--- src/rtl/cond_pkg.sv ---
// rtl/cond_pkg.sv - shared condition codes, flag bit positions and control bundle
package cond_pkg;

    typedef enum logic [3:0] {
        COND_EQ = 4'b0000,
        COND_NE = 4'b0001,
        COND_CS = 4'b0010,
        COND_CC = 4'b0011,
        COND_MI = 4'b0100,
        COND_PL = 4'b0101,
        COND_VS = 4'b0110,
        COND_VC = 4'b0111,
        COND_HI = 4'b1000,
        COND_LS = 4'b1001,
        COND_GE = 4'b1010,
        COND_LT = 4'b1011,
        COND_GT = 4'b1100,
        COND_LE = 4'b1101,
        COND_AL = 4'b1110,
        COND_NV = 4'b1111
    } cond_e;

    localparam int FLAG_N = 3;
    localparam int FLAG_Z = 2;
    localparam int FLAG_C = 1;
    localparam int FLAG_V = 0;

    localparam int FLAGW_NZ = 1;
    localparam int FLAGW_CV = 0;

    typedef struct packed {
        logic cond_ex;
        logic pc_src;
        logic reg_write;
        logic mem_write;
    } ctrl_t;

endpackage

--- src/rtl/cond_check.sv ---
// rtl/cond_check.sv - combinational ARM condition-field evaluation against current flags
module cond_check
    import cond_pkg::*;
(
    input  logic [3:0] Cond,
    input  logic [3:0] Flags,
    output logic       CondEx
);

    logic n, z, c, v;

    assign n = Flags[FLAG_N];
    assign z = Flags[FLAG_Z];
    assign c = Flags[FLAG_C];
    assign v = Flags[FLAG_V];

    always_comb begin
        CondEx = 1'b0;
        case (cond_e'(Cond))
            COND_EQ: CondEx = z;
            COND_NE: CondEx = !z;
            COND_CS: CondEx = c;
            COND_CC: CondEx = !c;
            COND_MI: CondEx = n;
            COND_PL: CondEx = !n;
            COND_VS: CondEx = v;
            COND_VC: CondEx = !v;
            COND_HI: CondEx = c && !z;
            COND_LS: CondEx = !c || z;
            COND_GE: CondEx = (n == v);
            COND_LT: CondEx = (n != v);
            COND_GT: CondEx = !z && (n == v);
            COND_LE: CondEx = z || (n != v);
            COND_AL: CondEx = 1'b1;
            COND_NV: CondEx = 1'b1;
        endcase
    end

endmodule

--- src/rtl/cond_logic.sv ---
// rtl/cond_logic.sv - registered conditional-execution gating, flag register and skip counter
module cond_logic
    import cond_pkg::*;
#(
    parameter int SKIP_CNT_W = 16
) (
    input  logic                  clk,
    input  logic                  reset_n,
    input  logic                  in_valid,
    input  logic                  stall,
    input  logic [3:0]            Cond,
    input  logic [3:0]            ALUFlags,
    input  logic [1:0]            FlagW,
    input  logic                  PCS,
    input  logic                  RegW,
    input  logic                  MemW,
    input  logic                  NoWrite,
    input  logic                  skip_clr,
    output logic                  out_valid,
    output logic                  PCSrc,
    output logic                  RegWrite,
    output logic                  MemWrite,
    output logic                  CondEx,
    output logic [3:0]            Flags,
    output logic [SKIP_CNT_W-1:0] skip_cnt
);

    logic                  valid_q, valid_d;
    ctrl_t                 ctrl_q, ctrl_d;
    logic [3:0]            flags_q, flags_d;
    logic [SKIP_CNT_W-1:0] skip_q, skip_d;

    logic accept;
    logic cond_ok;

    assign accept = in_valid && !stall;

    // Evaluated against the registered flags, so an instruction never sees its own update.
    cond_check u_cond_check (
        .Cond   (Cond),
        .Flags  (flags_q),
        .CondEx (cond_ok)
    );

    always_comb begin
        valid_d = valid_q;
        ctrl_d  = ctrl_q;
        flags_d = flags_q;
        skip_d  = skip_q;

        if (!stall) begin
            valid_d = accept;
            ctrl_d  = '0;
        end

        if (accept) begin
            ctrl_d.cond_ex   = cond_ok;
            ctrl_d.pc_src    = PCS && cond_ok;
            ctrl_d.reg_write = RegW && !NoWrite && cond_ok;
            ctrl_d.mem_write = MemW && cond_ok;

            if (cond_ok) begin
                if (FlagW[FLAGW_NZ]) begin
                    flags_d[FLAG_N] = ALUFlags[FLAG_N];
                    flags_d[FLAG_Z] = ALUFlags[FLAG_Z];
                end
                if (FlagW[FLAGW_CV]) begin
                    flags_d[FLAG_C] = ALUFlags[FLAG_C];
                    flags_d[FLAG_V] = ALUFlags[FLAG_V];
                end
            end else if (skip_q != '1) begin
                skip_d = skip_q + SKIP_CNT_W'(1);
            end
        end

        // Clear applies even while stalled and beats a same-edge increment.
        if (skip_clr) begin
            skip_d = '0;
        end
    end

    always_ff @(posedge clk or negedge reset_n) begin
        if (!reset_n) begin
            valid_q <= 1'b0;
            ctrl_q  <= '0;
            flags_q <= 4'b0000;
            skip_q  <= '0;
        end else begin
            valid_q <= valid_d;
            ctrl_q  <= ctrl_d;
            flags_q <= flags_d;
            skip_q  <= skip_d;
        end
    end

    assign out_valid = valid_q;
    assign CondEx    = ctrl_q.cond_ex;
    assign PCSrc     = ctrl_q.pc_src;
    assign RegWrite  = ctrl_q.reg_write;
    assign MemWrite  = ctrl_q.mem_write;
    assign Flags     = flags_q;
    assign skip_cnt  = skip_q;

endmodule

--- config.mk ---
export PLATFORM = sky130hd
export DESIGN_NAME = cond_logic
export DESIGN_NICKNAME = d
export VERILOG_FILES = /design/src/rtl/cond_pkg.sv /design/src/rtl/cond_check.sv /design/src/rtl/cond_logic.sv
export SDC_FILE = /design/constraint.sdc
export NUM_CORES = 1
export LEC_CHECK = 0
export CORE_UTILIZATION = 25
export CTS_BUF_LIST = sky130_fd_sc_hd__clkbuf_4 sky130_fd_sc_hd__clkbuf_8 sky130_fd_sc_hd__clkbuf_16
export DETAILED_ROUTE_END_ITERATION = 8
export PLACE_DENSITY = 0.5
export SLEW_MARGIN = 15
export SYNTH_ARGS = -nofsm -noshare
export SYNTH_HDL_FRONTEND = slang
export SYNTH_HIERARCHICAL = 1
export SYNTH_SLANG_ARGS = --single-unit
--- constraint.sdc ---
create_clock -name clk -period 2.8 [get_ports clk]
set_input_delay 0.28 -clock clk [delete_from_list [all_inputs] [get_ports clk]]
set_output_delay 0.28 -clock clk [all_outputs]
set_load 0.1 [all_outputs]
======== Word level (Yosys, flattened, before mapping) ========
Index checks and enable logic that the tools add are counted.
word-level totals
  register bits ........................... 25
  input bits .............................. 19
  output and inout bits ................... 25
  word-level logic and storage cells ...... 58
operators by class
  add/subtract/negate cells ............... 1
  eq/ne operators ......................... 20
  muxes and demuxes ....................... 7
  reduce and logical (&&, ||, !) cells .... 22
operators with widths
  kind                                            count
  two-way mux 16 bit                              4
  == test 4 bit (second input constant)           8
  adder 16 x 1 -> 16 bit (second input constant)  1
  == test 4 x 3 -> 1 bit (second input constant)  4
  != test 16 bit (second input constant)          1
  one-hot mux 1 bit (15 select lines)             1
  AND reduction 3 bit                             3
  == test 4 x 2 -> 1 bit (second input constant)  2
  two-way mux 4 bit                               2
  logical AND 1 bit                               7
  zero test 1 bit                                 6
  == test 4 x 1 -> 1 bit (second input constant)  1
  zero test 4 bit                                 1
  nonzero test 2 bit                              2
  logical OR 1 bit                                2
  != test 2 x 1 -> 1 bit (second input constant)  1
  != test 2 bit (second input constant)           1
  OR reduction 2 bit                              1
  == test 1 bit                                   1
  != test 1 bit                                   1

======== Depth between registers and ports, before layout ========
Gate-level depths: netlist of the first run.
  word-level depth ........................ 6
  gate-level depth with buffers ........... 10
  depth with buffers taken out ............ 9

======== Cells and area by module ========
Netlist of the first run, hierarchy kept.
modules (own cells, without submodules)
  module      instances  cells each  area each (um^2)  sequential area each (um^2)
  cond_logic  1          123         1,263.7           625.6
  cond_check  1          29          201.4             0.0

======== Least setup slack after synthesis of the first run ========
OpenSTA, ideal clock, no wires.
  path kind ............................... reg2reg
  start ................................... reg flags_q[3], in the netlist Flags[3]
  end ..................................... reg skip_q[15], in the netlist skip_cnt[15]
  setup time .............................. 78 ps
  data arrival time ....................... 3,242 ps
  data required time ...................... 2,722 ps
  setup slack ............................. -520 ps
  cell stages (with the launch flop) ...... 9
  buffers on the path ..................... 0
  period minus slack after synthesis ...... 3,320 ps
  cell sequence ........................... dfrtp_1 -> o22ai_1 -> a221o_2 -> a21oi_1 -> o21ai_1 -> or3b_4 -> or4b_4 -> or4_1 -> a21oi_1
between the ends
  longest elaborated chain between the ends .. 5
  elaborated cells between the ends (all ways) .. 8
  classes of those cells .................. eq/ne (3); mux (1); reduce/logical (4)
RTL lines
  element                                                RTL line                            source
  start, declared                                        cond_logic.sv:30                    logic [3:0] flags_q, flags_d;
  start signal, assigned                                 cond_logic.sv:91                    flags_q <= flags_d;
  != test 1 bit or == test 1 bit (tied branches)         n/a
  logical OR 1 bit or logical AND 1 bit (tied branches)  cond_check.sv:33, cond_check.sv:32
  one-hot mux 1 bit (15 select lines) *                  cond_check.sv:19                    case (cond_e'(Cond))
  net cond_ok                                            cond_logic.sv:34                    logic cond_ok;
  != test 2 bit (no source line) *                       n/a
  AND reduction 3 bit (no source line) *                 n/a
  end signal, assigned                                   cond_logic.sv:92                    skip_q <= skip_d;
  end, declared                                          cond_logic.sv:31                    logic [SKIP_CNT_W-1:0] skip_q, skip_d;
The timed path passes the listed nets; every way through them passes the cells marked *.
A chain may end at the register's enable or synchronous reset.

======== Worst setup path after layout of the first run ========
  start ................................... reg flags_q[2], in the netlist Flags[2]
  end ..................................... reg skip_q[13], in the netlist skip_cnt[13]
between the ends
  longest elaborated chain between the ends .. 5
  elaborated cells between the ends (all ways) .. 8
  classes of those cells .................. eq/ne (1); mux (1); reduce/logical (6)
RTL lines
  element                                 RTL line
  zero test 1 bit                         cond_check.sv:21, cond_check.sv:28, cond_check.sv:32
  logical AND 1 bit (on tied branches)    cond_check.sv:32, cond_check.sv:28
  one-hot mux 1 bit (15 select lines) *   cond_check.sv:19
  net cond_ok                             cond_logic.sv:34
  != test 2 bit (no source line) *        n/a
  AND reduction 3 bit (no source line) *  n/a
Marked as above.

==> flow_summary.rst, run 1 <==
.. list-table::
   :header-rows: 1

   * - Metric
     - Value
   * - Ordered list of cells on the worst path
     - and3b_1 > a22oi_2 > xnor2_1 > a22oi_1 > o21ai_1 > or3b_4 > or4b_4 > or4_1 > a21oi_2
   * - Kind of start point of the critical path
     - register
   * - Share of synthesized area occupied by flip-flops and latches
     - a little over two fifths
   * - Number of sinks on the clock net
     - 25
   * - Sequential share of power
     - a little over a third
   * - Synth top area cells
     - sky130_fd_sc_hd__dfrtp_1, sky130_fd_sc_hd__or4_1, sky130_fd_sc_hd__o31ai_1
   * - Clock network power share
     - 16.4%
   * - Final total power
     - 1.39 mW
   * - Global-route wire length before repair
     - around 6800 µm
   * - Family of cells with the greatest summed delay on the critical path
     - simple AND/OR/NAND/NOR gates
   * - Unrepaired setup endpoints after global routing
     - yes
   * - Slowest-stage cell, CP
     - sky130_fd_sc_hd__or4b_4
   * - Proportion of register bits with asynchronous set or reset after synthesis
     - between 90% and 100%
   * - Pin count of the biggest net entering global routing
     - 17
   * - Warning count from the yosys run
     - 6
   * - Global routing usage on met1
     - 17.6%
   * - Clock transition at the registers of the reported paths
     - 90 ps
   * - Average instance area after synthesis
     - 9.64 µm²
   * - Min Clock Period, post-route
     - around 2800 ps
   * - First drt pass iteration count
     - 4
   * - Number of DRC violations after detailed-routing iteration 0
     - 67
   * - Share of cell area taken by muxes after synthesis
     - 4.53%
   * - Post-placement cell area
     - 2010 µm²
   * - Maximum Capacitance Violations
     - 0
   * - Routability congestion estimate from global placement
     - 0.735
   * - Relative area change from synthesis to final layout
     - 44.0%
   * - Switching share of total power
     - 45.0%
   * - Complex-gate fraction of the synthesized area
     - 20.7%
   * - Number of buffers and inverters on the critical path
     - 0
   * - XOR/XNOR share of the synthesized area
     - approximately 2.4%
   * - Residual antenna-violating net count after detailed routing
     - 0
   * - Net Count, Synth
     - 172
   * - Y dimension of the die
     - 78.6 µm
   * - Number of clock buffers inserted by TritonCTS
     - 3
   * - Int Power
     - 764 µW
   * - Clk_lat worst skew
     - ~270 ps
   * - GR peak layer
     - met2
   * - Number of antenna violations at the first check in global routing
     - 0
   * - Post-Synthesis Cells
     - 152
   * - Net count of the finished layout
     - between 200 and 250
   * - Top fanout value on the critical path
     - 6
   * - Global-route usage over all layers
     - 14.0%
   * - GR Layer Usage met2
     - about 24%
   * - I/O Buffers
     - 43
   * - Clock Skew
     - 4.82 ps
   * - Horizontal die dimension
     - roughly 79 µm
   * - Total setup violations reported at the end of the flow
     - 3
   * - Setup slack of the critical path after layout
     - -17.1 ps
   * - Number of library cell types mapped by synthesis
     - 43
   * - Kind of end point of the critical path
     - register
   * - Post-route DRC
     - 0
   * - Headroom to the max-slew limit
     - 50.9%
   * - Fraction of final layout cells with drive strength greater than 1
     - between 30 and 40%
   * - Net switching power
     - ~620 µW
   * - Min-delay worst type
     - input port to async pin
   * - Vias in the first global route
     - 1,446
   * - Delay contributed by the slowest stage of the critical path
     - 520 ps
   * - Count of hold buffers inserted by post-cts repair
     - 0
   * - Die area
     - slightly above 6000 µm²
   * - Share of Yosys cell area claimed by the top area cell type
     - between 40% and 50%
   * - Maximum operating frequency
     - 0.355 GHz
   * - Final design area excluding fillers
     - 2110 µm²
   * - Final wirelength
     - 4200 µm
   * - Count of final hold-check violations
     - 0
   * - Clock tree from TritonCTS
     - yes
   * - Data required time of the worst path
     - 2990 ps
   * - Area of the placeable core
     - 5570 µm²
   * - Commonest non-fill, non-tap cell in the layout
     - sky130_fd_sc_hd__buf_4
   * - Maximum buffer depth of the clock tree
     - 2
   * - Status
     - complete, but fails checks
   * - Tightest Pin Transition
     - 734 ps
   * - Kind of critical path
     - register to register
   * - Max rail drop VDD
     - between 0.6 and 0.7 mV
   * - CTS HTree Levels
     - 1
   * - Global Route met3 Usage
     - about 3.8%
   * - Clk Tree Root Cell
     - sky130_fd_sc_hd__clkbuf_8
   * - Initial Util
     - 26.3%
   * - Average detailed-routed wire length per instance
     - 14.9 µm
   * - Simple-gate portion of the synthesized area
     - 24.0%
   * - Total leakage power
     - slightly below 0.9 nW
   * - Number of flops mapped to enable cells by yosys
     - 0
   * - Main combinational cell family by area after synthesis
     - simple AND/OR/NAND/NOR gates
   * - Placement row count
     - 27
   * - Data arrival time of the worst path
     - approximately 3000 ps
   * - Slew Limit Fails
     - 0
   * - Violations in the final reports
     - negative setup slack
   * - Number of antenna diodes
     - 0
   * - Cell type with the largest total area after synthesis
     - sky130_fd_sc_hd__dfrtp_1
   * - Most used cells in the layout excluding fill and tap cells
     - sky130_fd_sc_hd__buf_4, sky130_fd_sc_hd__dfrtp_1, sky130_fd_sc_hd__a21oi_1, sky130_fd_sc_hd__clkdlybuf4s50_1
   * - Final period util
     - 101%
   * - Adder and majority gate portion of the synthesized area
     - less than 1%
   * - Post-Syn Area
     - 1470 µm²
   * - Via/cell ratio
     - 5.14
   * - Number of synthesized register bits
     - 25
   * - Global route overflow
     - 0
   * - Post-detail-place hpwl
     - 3040 µm
   * - Vias post-DR
     - approximately 1,400
   * - Most used flip-flop cell after synthesis
     - sky130_fd_sc_hd__dfrtp_1
   * - Power per unit of standard cell area
     - roughly 660 nW/µm²
   * - Combinational share of power
     - 48.5%
   * - Ports
     - 44
-- flip-flops by register name, summed over array words and instances (netlist names) --
signal and flops:
CondEx 1, Flags 4, MemWrite 1, PCSrc 1
RegWrite 1, out_valid 1, skip_cnt 16
-- routing by layer --
layer,part of all wire (%),wire (µm),up-vias
met5,0,0,-
met4,0.55,23,0
met3,5.8,244,2
met2,48,2030,44
met1,45,1900,688
li1,-,-,710
-- repair_timing --
item,in CTS,in global routing
setup buffers,2,1
setup endpoints to repair,3,9
pin swaps,2,2
resized for setup,3,8
-- cell type report --
class                      count  area (µm²)
sequential                    25         641
timing repair buffer          61         503
multi-input combinational    113         805
inverter                       6        22.5
fill                         566        3460
tap                           72        90.1
clock buffer                   4        48.8
-- cell families (layout without fill, tap and decap cells) --
family	Yosys count	after routing
and+or+nand+nor	57	57
AOI/OAI and AO/OA	45	45
DFF	25	25
buffers and inverters	14	71
muxes	6	6
xor gates and xnor gates	4	4
adders and majority gates	1	1
-- final timing paths --
check	startpoint	end	slack, ps	cells past startpoint
setup / recovery	Flags[2]	skip_cnt[13]	-20	9
hold / removal	reset_n	skip_cnt[14]	440	1
setup reg to reg	Flags[2]	skip_cnt[13]	-20	9
hold reg to reg	CondEx	CondEx	500	1
max in group asynchronous	reset_n	PCSrc	1780	2
min in group clk	CondEx	CondEx	500	1
-- cell usage after synthesis (2+ instances only) --
cell,n
sky130_fd_sc_hd__dfrtp_1,25
sky130_fd_sc_hd__a21oi_1,17
sky130_fd_sc_hd__nand2_1,14
sky130_fd_sc_hd__or4_1,13
sky130_fd_sc_hd__o31ai_1,12
sky130_fd_sc_hd__clkbuf_1,5
sky130_fd_sc_hd__inv_1,5
sky130_fd_sc_hd__mux2_2,5
sky130_fd_sc_hd__nand3_1,5
sky130_fd_sc_hd__and3b_1,3
sky130_fd_sc_hd__nand4_1,3
sky130_fd_sc_hd__nor2_1,3
sky130_fd_sc_hd__o21ai_0,3
sky130_fd_sc_hd__xnor2_1,3
sky130_fd_sc_hd__a22o_1,2
sky130_fd_sc_hd__and3_1,2
sky130_fd_sc_hd__and4_1,2
sky130_fd_sc_hd__buf_6,2
sky130_fd_sc_hd__nor2b_1,2
sky130_fd_sc_hd__nor4_1,2
sky130_fd_sc_hd__or3_1,2
-- power by group through the flow --
stage          Sequential, mW  Combinational, mW  Clock (mW)
2_1_floorplan           0.785              0.164           0
3_3_place_gp            0.491              0.621           0
3_5_place_dp            0.500              0.621           0
4_1_cts                 0.487              0.658       0.239
5_1_grt                 0.495              0.704       0.255
6_report                0.487              0.674       0.227
-- stage by stage --
step,instances,setup slack [ps],setup TNS [ps],util [%],hold WS [ps]
4_1_cts,280,-3.73,-3.73,37.3,470
5_1_grt,281,-91.4,-429,37.8,486
2_1_floorplan,152,-31.8,-95.0,-,-15.6
3_5_place_dp,274,-413,-2680,36.0,482
6_report,281,-17.1,-27.7,37.8,438
3_3_place_gp,274,-316,-1890,36.0,478
-- worst register-to-register path, stage by stage (launching register included) --
cell and delay (ps):
sky130_fd_sc_hd__dfrtp_4 510, sky130_fd_sc_hd__and3b_1 240, sky130_fd_sc_hd__a22oi_2 60, sky130_fd_sc_hd__xnor2_1 130, sky130_fd_sc_hd__a22oi_1 200, sky130_fd_sc_hd__o21ai_1 120
sky130_fd_sc_hd__or3b_4 390, sky130_fd_sc_hd__or4b_4 520, sky130_fd_sc_hd__or4_1 430, sky130_fd_sc_hd__a21oi_2 130
Power figures use the tool's default switching activity.
==> run 2: changes to the inputs <==
- RECOVER_POWER: not set -> 100
==> flow_summary.rst, run 2 (synthesis gave the netlist of run 1 again) <==
.. list-table::
   :header-rows: 1

   * - Metric
     - Value
   * - Fraction of final layout cells with drive strength greater than 1
     - 20.1% (was 32.5%)
   * - Seq. cell area
     - 641 µm² (unchanged)
   * - Clock tree from TritonCTS
     - yes (unchanged)
   * - Residual antenna-violating net count after detailed routing
     - 0 (unchanged)
   * - Y dimension of the die
     - 78.6 µm (unchanged)
   * - Final period util
     - 100% (was 101%)
   * - Data required time of the worst path
     - 2990 ps (about the same)
   * - Area taken by multi-input logic gates
     - 805 µm² (unchanged)
   * - Horizontal die dimension
     - 78.6 µm (unchanged)
   * - Post-route DRC
     - 0 (unchanged)
   * - Number of flip-flops in the largest register
     - 16 (unchanged)
   * - Clk_lat worst skew
     - 270 ps (about the same)
   * - Max rail drop VDD
     - 0.627 mV (was 0.666 mV)
   * - Net count of the finished layout
     - 230 (unchanged)
   * - Final total power
     - 1.36 mW (was 1.39 mW)
   * - Worst-case reg-to-reg path depth
     - 9 (unchanged)
   * - Clk Tree Root Cell
     - sky130_fd_sc_hd__clkbuf_8 (unchanged)
   * - Clock transition at the registers of the reported paths
     - 90 ps (about the same)
   * - Pin count of the biggest net entering global routing
     - 17 (unchanged)
   * - Headroom to the max-slew limit
     - 21.4% (was 50.9%)
   * - Area of the placeable core
     - 5570 µm² (unchanged)
   * - Ports
     - 44 (unchanged)
   * - Unrepaired setup endpoints after global routing
     - yes (unchanged)
   * - Placement row count
     - 27 (unchanged)
   * - Via/cell ratio
     - 5.18 (was 5.14)
   * - Vias in the first global route
     - 1,446 (unchanged)
   * - Count of hold buffers inserted by post-cts repair
     - 0 (unchanged)
   * - Number of antenna violations at the first check in global routing
     - 0 (unchanged)
   * - Number of sinks on the clock net
     - 25 (unchanged)
   * - First drt pass iteration count
     - 4 (unchanged)
   * - Power per unit of standard cell area
     - 674 nW/µm² (was 658 nW/µm²)
   * - Maximum operating frequency
     - 0.356 GHz (was 0.355 GHz)
   * - Pre-CTS setup slack
     - -413 ps (unchanged)
   * - Kind of start point of the critical path
     - register (unchanged)
   * - CTS HTree Levels
     - 1 (unchanged)
   * - Most used cells in the layout excluding fill and tap cells
     - sky130_fd_sc_hd__clkbuf_1, sky130_fd_sc_hd__dfrtp_1, sky130_fd_sc_hd__buf_4 (was sky130_fd_sc_hd__buf_4, sky130_fd_sc_hd__dfrtp_1, sky130_fd_sc_hd__a21oi_1, sky130_fd_sc_hd__clkdlybuf4s50_1)
   * - Violations in the final reports
     - negative setup slack (unchanged)
   * - Data arrival time of the worst path
     - 3000 ps (about the same)
   * - Commonest non-fill, non-tap cell in the layout
     - sky130_fd_sc_hd__clkbuf_1 (was sky130_fd_sc_hd__buf_4)
   * - Initial Util
     - 26.3% (unchanged)
   * - Routability congestion estimate from global placement
     - 0.735 (unchanged)
   * - Relative area change from synthesis to final layout
     - 37.3% (was 44.0%)
   * - Clock Skew
     - 5.46 ps (was 4.82 ps)
   * - Maximum Capacitance Violations
     - 0 (unchanged)
   * - Post-detail-place hpwl
     - 3040 µm (unchanged)
   * - Min-delay worst type
     - register to register (was input port to async pin)
   * - Vias post-DR
     - 1,455 (was 1,444)
   * - Global route overflow
     - 0 (unchanged)
   * - Number of clock buffers inserted by TritonCTS
     - 3 (unchanged)
   * - Min Clock Period, post-route
     - 2810 ps (was 2820 ps)
   * - Core utilization of the finished layout
     - 36.1% (was 37.8%)
   * - Maximum buffer depth of the clock tree
     - 2 (unchanged)
   * - # fillers
     - 585 (was 566)
   * - Number of DRC violations after detailed-routing iteration 0
     - 61 (was 67)
   * - Count of final hold-check violations
     - 0 (unchanged)
   * - Average detailed-routed wire length per instance
     - 14.9 µm (about the same)
   * - Tightest Pin Transition
     - 1180 ps (was 734 ps)
   * - Setup slack of the critical path after layout
     - -12.1 ps (was -17.1 ps)
   * - Total setup violations reported at the end of the flow
     - 2 (was 3)
   * - Die area
     - 6170 µm² (unchanged)
   * - Status
     - complete, but fails checks (unchanged)
   * - Global-route wire length before repair
     - 6840 µm (unchanged)
   * - Top fanout value on the critical path
     - 6 (unchanged)
   * - Final wirelength
     - 4190 µm (was 4200 µm)
   * - Kind of critical path
     - register to register (unchanged)
   * - Number of antenna diodes
     - 0 (unchanged)
   * - Global-route usage over all layers
     - 14.0% (unchanged)
   * - Slew Limit Fails
     - 0 (unchanged)
   * - I/O Buffers
     - 43 (unchanged)
   * - Total leakage power
     - 0.779 nW (was 0.885 nW)
   * - Kind of end point of the critical path
     - register (unchanged)
   * - Worst Hold Depth
     - 1
==> run 2: cell count changes in the layout (fill, tap and decap cells not counted), sizes merged <==
cell	delta
clkdlybuf4s50	-1
clkbuf	+26
buf	-26
dlygate4sd3	+1
==> run 2: critical path, cell delays in order, from the launching register on <==
cell,delay [ps]
sky130_fd_sc_hd__dfrtp_4,510
sky130_fd_sc_hd__and3b_1,240
sky130_fd_sc_hd__a22oi_2,60
sky130_fd_sc_hd__xnor2_1,130
sky130_fd_sc_hd__a22oi_1,200
sky130_fd_sc_hd__o21ai_1,120
sky130_fd_sc_hd__or3b_4,390
sky130_fd_sc_hd__or4b_4,520
sky130_fd_sc_hd__or4_1,430
sky130_fd_sc_hd__a21oi_2,130
==> run 2: worst paths after layout <==
path	startpoint	end	slack, ps
worst max register to register	Flags[2]	skip_cnt[13]	-10
max in group asynchronous	reset_n	PCSrc	1560
min in group asynchronous	reset_n	skip_cnt[14]	510
worst min register to register	CondEx	CondEx	500
worst min-delay path	CondEx	CondEx	500
worst max-delay path	Flags[2]	skip_cnt[13]	-10
==> run 2: layout make-up <==
class	instances	area share, %
repair buffers	61	20.1
clock buffers	4	2.43
multi-input cells	113	40.0
well taps	72	4.48
inverters	6	1.12
flip-flops and latches	25	31.8
==> run 2: timing repair <==
| action | 4_1_cts | 5_1_grt |
|---|---|---|
| pin swaps | 2 | 2 |
| resized for setup | 3 | 8 |
| buffers inserted | 2 | 1 |
| endpoints found under the setup margin | 3 | 9 |
| endpoints found under the hold margin | 0 | 0 |
==> run 2: routing by layer <==
layer	global-route usage, %	share of wire [%]
met5	0	0
met3	3.84	6.3
met2	24.1	48
met1	17.6	45
met4	2.41	0.55
==> run 2: metrics by stage <==
step	setup TNS, ps	instances	instance area, µm²	hold WS [ps]
after floorplan	-95.0	152	1490	-15.6
after global placement	-1890	274	2010	478
after detailed placement	-2680	274	2010	482
after CTS	-3.73	280	2080	470
after global routing	-429	281	2010	515
final	-17.1	281	2010	499
==> run 2: report_power, final <==
group          internal [mW]  switching, mW  leakage (nW)  total (mW)
clock network          0.111          0.116        0.0262       0.227
registers              0.422         0.0649         0.332       0.487
logic                  0.198          0.443         0.420       0.642
==> run 3: changes to the inputs <==
- SLEW_MARGIN: 15 -> 25
==> results of run 3 <==
Same layout as run 2: the final DEF is identical, and so are final timing and power.
